## src/rtl/pet2001uart_pacer_pkg.sv

```systemverilog
// Shared constants and state encodings for the PET UART pacer path.
// The state values are also decoded by pet2001uart_keys.
package pet2001uart_pacer_pkg;

    localparam logic [7:0] ASCII_CR = 8'h0D;

    typedef enum logic [1:0] {
        ST_IDLE = 2'd0,
        ST_EMIT = 2'd1,
        ST_WAIT = 2'd2
    } pacer_state_t;

endpackage

```

## src/rtl/pet2001uart_fifo.sv

```systemverilog
// Single-clock character FIFO with first-word fall-through head.
// Full-with-pop accepts the push so a draining FIFO never drops a char.
module pet2001uart_fifo #(
    parameter int DEPTH_LOG2 = 4
) (
    input  logic                  clk,
    input  logic                  reset,
    input  logic                  clear,
    input  logic                  push,
    input  logic                  pop,
    input  logic [7:0]            din,
    output logic [7:0]            dout,
    output logic [DEPTH_LOG2:0]   count,
    output logic                  full,
    output logic                  empty
);

    localparam int DEPTH = 2 ** DEPTH_LOG2;

    logic [7:0]            r_mem [DEPTH];
    logic [DEPTH_LOG2-1:0] r_wr_ptr;
    logic [DEPTH_LOG2-1:0] r_rd_ptr;
    logic [DEPTH_LOG2:0]   r_count;
    logic                  w_push;
    logic                  w_pop;

    assign full  = (r_count == (DEPTH_LOG2+1)'(DEPTH));
    assign empty = (r_count == '0);
    assign w_pop  = pop && !empty;
    assign w_push = push && (!full || w_pop);
    assign dout  = r_mem[r_rd_ptr];
    assign count = r_count;

    always_ff @(posedge clk) begin
        if (reset || clear) begin
            r_wr_ptr <= '0;
            r_rd_ptr <= '0;
            r_count  <= '0;
        end else begin
            if (w_push)
                r_wr_ptr <= r_wr_ptr + 1'b1;
            if (w_pop)
                r_rd_ptr <= r_rd_ptr + 1'b1;
            case ({w_push, w_pop})
                2'b10:   r_count <= r_count + 1'b1;
                2'b01:   r_count <= r_count - 1'b1;
                default: r_count <= r_count;
            endcase
        end
    end

    always_ff @(posedge clk) begin
        if (w_push && !reset && !clear)
            r_mem[r_wr_ptr] <= din;
    end

endmodule

```

## src/rtl/pet2001uart_pacer.sv

```systemverilog
// Buffers received UART characters and releases them no faster than the
// PET keyboard scan can register them, with a longer gap after CR.
module pet2001uart_pacer
    import pet2001uart_pacer_pkg::*;
#(
    parameter int DEPTH_LOG2     = 4,
    parameter int PACE_CYCLES    = 2500000,
    parameter int CR_PACE_CYCLES = 10000000,
    parameter int CNT_W          = 24
) (
    input  logic                clk,
    input  logic                reset,
    input  logic [7:0]          in_data,
    input  logic                in_strobe,
    input  logic                clk_stop,
    input  logic                flush,
    output logic [7:0]          out_data,
    output logic                out_strobe,
    output logic                overflow,
    output logic [DEPTH_LOG2:0] fifo_count
);

    localparam logic [CNT_W-1:0] PACE_RELOAD = CNT_W'(PACE_CYCLES - 1);
    localparam logic [CNT_W-1:0] CR_RELOAD   = CNT_W'(CR_PACE_CYCLES - 1);

    pacer_state_t     r_state;
    pacer_state_t     w_state_nxt;
    logic [CNT_W-1:0] r_cnt;
    logic [7:0]       r_out_data;
    logic             r_out_strobe;
    logic             r_overflow;

    logic [7:0]       w_head;
    logic             w_full;
    logic             w_empty;
    logic             w_pop;
    logic             w_push;

    assign w_pop  = (r_state == ST_EMIT);
    assign w_push = in_strobe && !flush;

    pet2001uart_fifo #(
        .DEPTH_LOG2 (DEPTH_LOG2)
    ) u_fifo (
        .clk   (clk),
        .reset (reset),
        .clear (flush),
        .push  (w_push),
        .pop   (w_pop),
        .din   (in_data),
        .dout  (w_head),
        .count (fifo_count),
        .full  (w_full),
        .empty (w_empty)
    );

    always_comb begin
        w_state_nxt = r_state;
        unique case (r_state)
            ST_IDLE: begin
                if (!w_empty && !clk_stop)
                    w_state_nxt = ST_EMIT;
            end
            ST_EMIT: w_state_nxt = ST_WAIT;
            ST_WAIT: begin
                if (r_cnt == '0 && !clk_stop)
                    w_state_nxt = ST_IDLE;
            end
            default: w_state_nxt = ST_IDLE;
        endcase
    end

    always_ff @(posedge clk) begin
        if (reset) begin
            r_state      <= ST_IDLE;
            r_cnt        <= '0;
            r_out_data   <= 8'h00;
            r_out_strobe <= 1'b0;
            r_overflow   <= 1'b0;
        end else if (flush) begin
            // out_data deliberately keeps the last emitted character
            r_state      <= ST_IDLE;
            r_out_strobe <= 1'b0;
            r_overflow   <= 1'b0;
        end else begin
            r_state      <= w_state_nxt;
            r_out_strobe <= w_pop;
            if (w_pop) begin
                r_out_data <= w_head;
                r_cnt      <= (w_head == ASCII_CR) ? CR_RELOAD : PACE_RELOAD;
            end else if (r_state == ST_WAIT && !clk_stop && r_cnt != '0) begin
                r_cnt <= r_cnt - 1'b1;
            end
            if (in_strobe && w_full && !w_pop)
                r_overflow <= 1'b1;
        end
    end

    assign out_data   = r_out_data;
    assign out_strobe = r_out_strobe;
    assign overflow   = r_overflow;

endmodule

```

## config.mk

```make
export PLATFORM = sky130hd
export DESIGN_NAME = pet2001uart_pacer
export DESIGN_NICKNAME = d
export VERILOG_FILES = /design/src/rtl/pet2001uart_pacer_pkg.sv /design/src/rtl/pet2001uart_fifo.sv /design/src/rtl/pet2001uart_pacer.sv
export SDC_FILE = /design/constraint.sdc
export NUM_CORES = 1
export LEC_CHECK = 0
export ABC_AREA = 1
export CAP_MARGIN = 5
export CORE_ASPECT_RATIO = 0.5
export CORE_MARGIN = 1.5
export CORE_UTILIZATION = 30
export CTS_BUF_LIST = sky130_fd_sc_hd__clkbuf_4
export CTS_CLUSTER_SIZE = 8
export DETAILED_ROUTE_END_ITERATION = 7
export GPL_ROUTABILITY_DRIVEN = 0
export SLEW_MARGIN = 30
export SYNTH_ARGS = -nofsm -noshare
export SYNTH_HDL_FRONTEND = slang
export SYNTH_SLANG_ARGS = --single-unit
export TNS_END_PERCENT = 30
```

## constraint.sdc

```tcl
create_clock -name clk -period 3.75 [get_ports clk]
set_input_delay 0.375 -clock clk [delete_from_list [all_inputs] [get_ports clk]]
set_output_delay 0.375 -clock clk [all_outputs]
set_load 0.005 [all_outputs]
```

==> impl_metrics.json, run 1 <==
{
  "syn-num-nets": 915,
  "pwr-share-comb_pct": 5.7,
  "finalWorstSetupSlack_ns": 0.603,
  "fin_nets": 940,
  "syn_inst": 891,
  "cts_resized": 0,
  "finalCriticalPeriod_ns": 3.15,
  "wl_met2_mm": 9.28,
  "yosys-top-cells-area": "edfxtp_1 47%, dfxtp_1 13%, nand2_1 11%",
  "layout_commonest_cell": "nand2_1",
  "power_mw": 3.48,
  "drt_pass1_iterations": 5,
  "hpwl_mm": 12.8,
  "skew_ns": 0.0315,
  "wl_met1_mm": 9.40,
  "pwr-share-seq_pct": 62.0,
  "crit_fanout": 9,
  "clock_latency_ns": 0.59,
  "n_fill_cell": 2702,
  "drive_gt1_share_pct": 7.43,
  "numCtsBuffers": 17,
  "synth_ff_type": "edfxtp_1",
  "cts.sinks": 181,
  "switchingPower_mw": 0.901,
  "route.top_layer_used": "met4",
  "utilization_pct": 34.1,
  "final_antenna_net_count": 0,
  "viasPerCell": 4.70,
  "grt_antenna_before_repair": 1,
  "arrival_ns": 3.64,
  "dr_total_vias": 6024,
  "ys_types": 41,
  "ys_ff_latch": 181,
  "grt_use_total_pct": 14.3,
  "rsz0062_at_grt": "false",
  "yosysTopAreaCell": "edfxtp_1",
  "start_util_pct": 30.8,
  "outcome": "completed",
  "synth-edff-count": 128,
  "critPathLaunchType": "flip-flop",
  "drv_slew": 0,
  "clockBufferDepth": 2,
  "die_width_microns": 237,
  "syn_area_sq_um": 8210,
  "postRouteWirelength_mm": 19.8,
  "drt-initial-drc-count": 523,
  "end_kind": "flip-flop",
  "cts_tree": "built",
  "path_class": "flip-flop to flip-flop",
  "path_delay_family": "simple AND/OR/NAND/NOR gates",
  "die_h_microns": 120,
  "pre_cts_ws_ns": 0.620,
  "relSlewSlack_pct": 45.5,
  "ys_seq_area_share_pct": 59.8,
  "slowest_stage": "nor4_1",
  "p_per_area_nw_per_um2": 382,
  "core_sq_um": 26600,
  "cp.required_ns": 4.24,
  "slowest_delay_ns": 0.54,
  "root_buffer": "clkbuf_4",
  "port_buffers": 27,
  "multiInputGateArea_sq_um": 2700,
  "max_cap_viol_count": 0,
  "crit_top_cell": "nand2_1",
  "cts_hold_buffers": 0,
  "grt_overflow": 0,
  "path_clk_slew_ns": 0.17,
  "final_cell_mix": "247 x nand2_1, 128 x edfxtp_1, 115 x nand3_1",
  "path_cells": "nor4_1, nand2_1, nand2_1, clkinv_1, ha_1, xor2_1, ha_1, a21o_1, nand2_1, nand2_1, a21oi_1, inv_1, a21oi_1, o21ai_0, o21ai_0, a21oi_1",
  "grt_max_degree": 69,
  "grt_pass1_wl_mm": 31.0,
  "core.rowCount": 42,
  "grt_pass1_vias": 5789,
  "met3_length_microns": 983,
  "ios": 28,
  "clkPwrFrac_pct": 32.3,
  "crit_buf_inv": 2,
  "hold_viol_final": 0,
  "p_leak_nw": 3.65,
  "setup_viol": 0,
  "cts_max_level": 4,
  "ys_warn_count": 0,
  "hold_path_class": "input pin to flip-flop",
  "routedWlPerCell_microns": 15.4,
  "post_cts_buffers": 0,
  "p_sw_share_pct": 25.9,
  "vdd_ir_drop_max_uv": 184,
  "async_reset_ff_share_pct": 0,
  "period_share_pct": 83.9,
  "yosysTopAreaCellShare_pct": 46.8,
  "postPlaceCellArea_sq_um": 8800,
  "regArea_sq_um": 4910,
  "tightest_slew_ns": 0.815,
  "syn_to_final_growth_pct": 10.7,
  "max_freq_ghz": 0.318,
  "internal-power_mw": 2.57,
  "fin_tns_setup_ns": 0,
  "drc": 0,
  "die_area_sq_um": 28400,
  "final_area_sq_um": 9090,
  "avgSynthCellArea_sq_um": 9.21
}
cells in the mapped netlist, types with 2 or more instances:
library cell and number:
a21oi_1 31, a31oi_1 5, buf_2 15, buf_4 6, buf_6 6, clkbuf_1 5
dfxtp_1 53, edfxtp_1 128, ha_1 11, inv_1 94, inv_2 8, nand2_1 247
nand3_1 115, nand3_2 2, nand3b_1 2, nand4_1 3, nor2_1 71, nor2_2 2
nor2_4 2, nor3_1 8, nor4_1 3, o211ai_1 6, o21ai_0 39, o21bai_1 2
or2_2 5, xnor2_1 3, xor2_1 5
registers in the layout, indices dropped and copies added, names as in the netlist, named ones only:
name	count
u_fifo.count	5
u_fifo.r_rd_ptr	4
out_strobe	1
r_state	2
u_fifo.r_wr_ptr	4
overflow	1
out_data	8
u_fifo.r_mem	128
r_cnt	24
worst register-to-register path, stage by stage, from the launching register on:
cell and delay, ns:
dfxtp_1 0.41, nor4_1 0.54, nand2_1 0.15, nand2_1 0.12, clkinv_1 0.20, ha_1 0.34
xor2_1 0.18, ha_1 0.20, a21o_1 0.18, nand2_1 0.07, nand2_1 0.05, a21oi_1 0.11
inv_1 0.06, a21oi_1 0.11, o21ai_0 0.11, o21ai_0 0.16, a21oi_1 0.06
worst paths after layout:
check | from | endpoint | slack [ns] | depth (start not counted)
min | clk_stop | r_state[0] | 0.47 | 2
max | u_fifo.count[1] | u_fifo.count[4] | 0.60 | 16
max reg2reg | u_fifo.count[1] | u_fifo.count[4] | 0.60 | 16
min reg2reg | u_fifo.r_rd_ptr[3] | flip-flop | 0.48 | 2
metal layers:
metal / global-route usage [%] / vias to the layer above
li1: - / 3005
met1: 19.0 / 2875
met2: 23.4 / 136
met3: 3.43 / 8
met4: 3.49 / 0
met5: 0 / -
through the flow:
stage | hold slack [ns] | instances
after floorplan | 0.436 | 891
after global placement | 0.450 | 1249
after detailed placement | 0.457 | 1249
after CTS | 0.409 | 1281
after global routing | 0.418 | 1282
final | 0.469 | 1282
logic make-up after synthesis:
| family | Yosys count | synth area share [%] |
|---|---|---|
| buf+inv | 137 | 7.35 |
| flops | 181 | 59.8 |
| fa+ha+maj | 11 | 1.68 |
| xor+xnor | 8 | 0.854 |
| simple gates | 467 | 24.6 |
| compound gates | 87 | 5.78 |
cell type report:
type,instances,share of cell area (%)
clock buffer,17,1.40
timing repair buffer,39,3.97
sequential,181,54.0
antenna,1,0.0275
inverter,104,4.32
clock inverter,15,1.73
multi-input combinational,573,29.7
tap,352,4.85
power groups by stage:
stage / Sequential [mW] / Combinational (mW) / Clock, mW
2_1_floorplan: 2.20 / 0.118 / 0
3_5_place_dp: 2.20 / 0.196 / 0
6_report: 2.16 / 0.197 / 1.12
5_1_grt: 2.16 / 0.223 / 1.23
3_3_place_gp: 2.20 / 0.193 / 0
4_1_cts: 2.16 / 0.198 / 1.16
No activity file was read; power rests on OpenSTA's default activity.
==> run 2, diff against run 1 <==
clock period = 3 ns   (was 3.75 ns; I/O delays follow)
==> run 2 against run 1 <==
Clock power up 9.8%. Worst hold slack worse by 0.10 ns. Non-clock buffer count grew 21. First-iteration DRC count fell by 20%. Sequential power increased by 25%. Utilization increased by 0.53 points. Highest routed layer unchanged.
==> impl_metrics.json, run 2 (synthesized netlist as in run 1, its figures left out) <==
{
  "use_met3_pct": 3.27,
  "hpwl_mm": 12.9,
  "max_freq_ghz": 0.354,
  "vdd_ir_drop_max_uv": 194,
  "viasPerCell": 4.65,
  "die_width_microns": 237,
  "grt_overflow": 0,
  "end_kind": "flip-flop",
  "grt_util_met1_pct": 18.6,
  "slowest_delay_ns": 0.38,
  "final_antenna_net_count": 0,
  "postPlaceCellArea_sq_um": 8950,
  "drc": 0,
  "root_buffer": "clkbuf_4",
  "tightest_slew_ns": 0.776,
  "hold_path_class": "input pin to flip-flop",
  "hold_viol_final": 0,
  "cts_max_level": 4,
  "p_per_area_nw_per_um2": 453,
  "die_area_sq_um": 28400,
  "period_share_pct": 94.1,
  "cts.sinks": 181,
  "crit_fanout": 5,
  "grt_max_degree": 42,
  "core.rowCount": 42,
  "path_delay_family": "compound AO/OA/AOI/OAI gates",
  "grt_antenna_before_repair": 1,
  "crit_buf_inv": 2,
  "p_sw_share_pct": 25.3,
  "arrival_ns": 3.31,
  "pwr-share-seq_pct": 64.5,
  "critPathLaunchType": "flip-flop",
  "setup_viol": 0,
  "cts_tree": "built",
  "routedWlPerCell_microns": 15.0,
  "drv_slew": 0,
  "die_h_microns": 120,
  "path_clk_slew_ns": 0.15,
  "drive_gt1_share_pct": 9.47,
  "crit_top_cell": "nand2_1",
  "final_cell_mix": "247 x nand2_1, 128 x edfxtp_1, 115 x nand3_1",
  "switchingPower_mw": 1.06,
  "syn_to_final_growth_pct": 12.4,
  "max_cap_viol_count": 0,
  "finalCriticalPeriod_ns": 2.82,
  "n_fill_cell": 2684,
  "relSlewSlack_pct": 48.1,
  "grt_use_total_pct": 14.3,
  "largest-register": "u_fifo.r_mem",
  "clock_latency_ns": 0.59,
  "rsz0062_at_grt": "false",
  "dr_total_vias": 6058,
  "path_cells": "nor4_4, nand2_1, nand2_1, clkinv_1, ha_1, xor2_1, ha_1, a21o_1, nand2_1, nand2_1, a21oi_1, inv_1, a21oi_1, o21ai_0, o21ai_0, a21oi_1",
  "grt_pass1_vias": 5740,
  "path_class": "flip-flop to flip-flop",
  "slowest_stage": "dfxtp_2",
  "outcome": "completed",
  "ios": 28,
  "internal-power_mw": 3.12,
  "postRouteWirelength_mm": 19.6,
  "ff2ff_setup_slack_ns": 0.18,
  "pwr-share-comb_pct": 6.0,
  "use_met2_pct": 23.6,
  "skew_ns": 0.0216,
  "grt_pass1_wl_mm": 30.8,
  "numCtsBuffers": 17,
  "cts_hold_buffers": 0,
  "port_buffers": 27,
  "fin_nets": 961,
  "drt-initial-drc-count": 419,
  "p_leak_nw": 3.74,
  "core_sq_um": 26600,
  "largest_reg_flops": 128,
  "drt_pass1_iterations": 5,
  "final_area_sq_um": 9230,
  "start_util_pct": 30.8,
  "clockBufferDepth": 2,
  "cp.required_ns": 3.49,
  "fin_tns_setup_ns": 0,
  "busiest_layer": "met2",
  "clkPwrFrac_pct": 29.5,
  "layout_commonest_cell": "nand2_1"
}
-- run 2: final cells by class --
type / count / area [sq um] / share of cell area (%)
flip-flops and latches: 181 / 4910 / 53.2
multi-input cells: 573 / 2720 / 29.4
repair buffers: 60 / 531 / 5.75
well taps: 352 / 440 / 4.77
inverters: 104 / 393 / 4.26
clock buffers: 18 / 135 / 1.46
clock inverters: 14 / 104 / 1.13
diodes: 1 / 2.50 / 0.0271
-- run 2: final timing paths --
kind,from,endpoint,cells past startpoint
worst min-delay path,in_strobe,overflow,3
worst min register to register,r_state[0],r_state[0],1
worst max register to register,u_fifo.count[3],u_fifo.count[4],16
worst max-delay path,u_fifo.count[3],u_fifo.count[4],16
-- run 2: tightest hold or removal path, delay by kind of cell --
family | cells | cell delay, ns
compound gates | 1 | 0.06
buf+inv | 1 | 0.45
simple gates | 1 | 0.11
-- run 2: timing repair --
item / CTS / global route
setup buffers: 0 / 3
gates resized for setup: 1 / 3
pin swaps: 0 / 2
hold endpoints to repair: 0 / 0
endpoints found under the setup margin: 1 / 1
-- run 2: layer usage --
metal	up-vias	wire [microns]
met5	-	0
met4	0	287
met3	21	888
met2	121	9080
met1	2876	9320
li1	3040	-
-- run 2: power by group through the flow --
stage,registers (mW),clock network (mW),logic [mW]
3_5_place_dp,2.75,0,0.246
5_1_grt,2.70,1.37,0.280
2_1_floorplan,2.75,0,0.147
3_3_place_gp,2.75,0,0.242
6_report,2.70,1.23,0.250
4_1_cts,2.69,1.27,0.248
-- run 2: metrics by stage --
step           setup slack (ns)  total power [mW]  hold slack [ns]  utilization (%)  instances
2_1_floorplan             0.329              2.89            0.369                -        891
3_3_place_gp              0.187              2.99            0.452             33.6       1267
3_5_place_dp              0.114              3.00            0.454             33.6       1267
4_1_cts                   0.108              4.21            0.326             34.5       1299
5_1_grt                0.000389              4.35            0.324             34.6       1303
6_report                  0.178              4.18            0.365             34.6       1303
==> run 3, diff against run 2 <==
TNS_END_PERCENT = unset   (was 30)
==> results of run 3 <==
Final layout, timing and power as in run 2 (identical DEF).
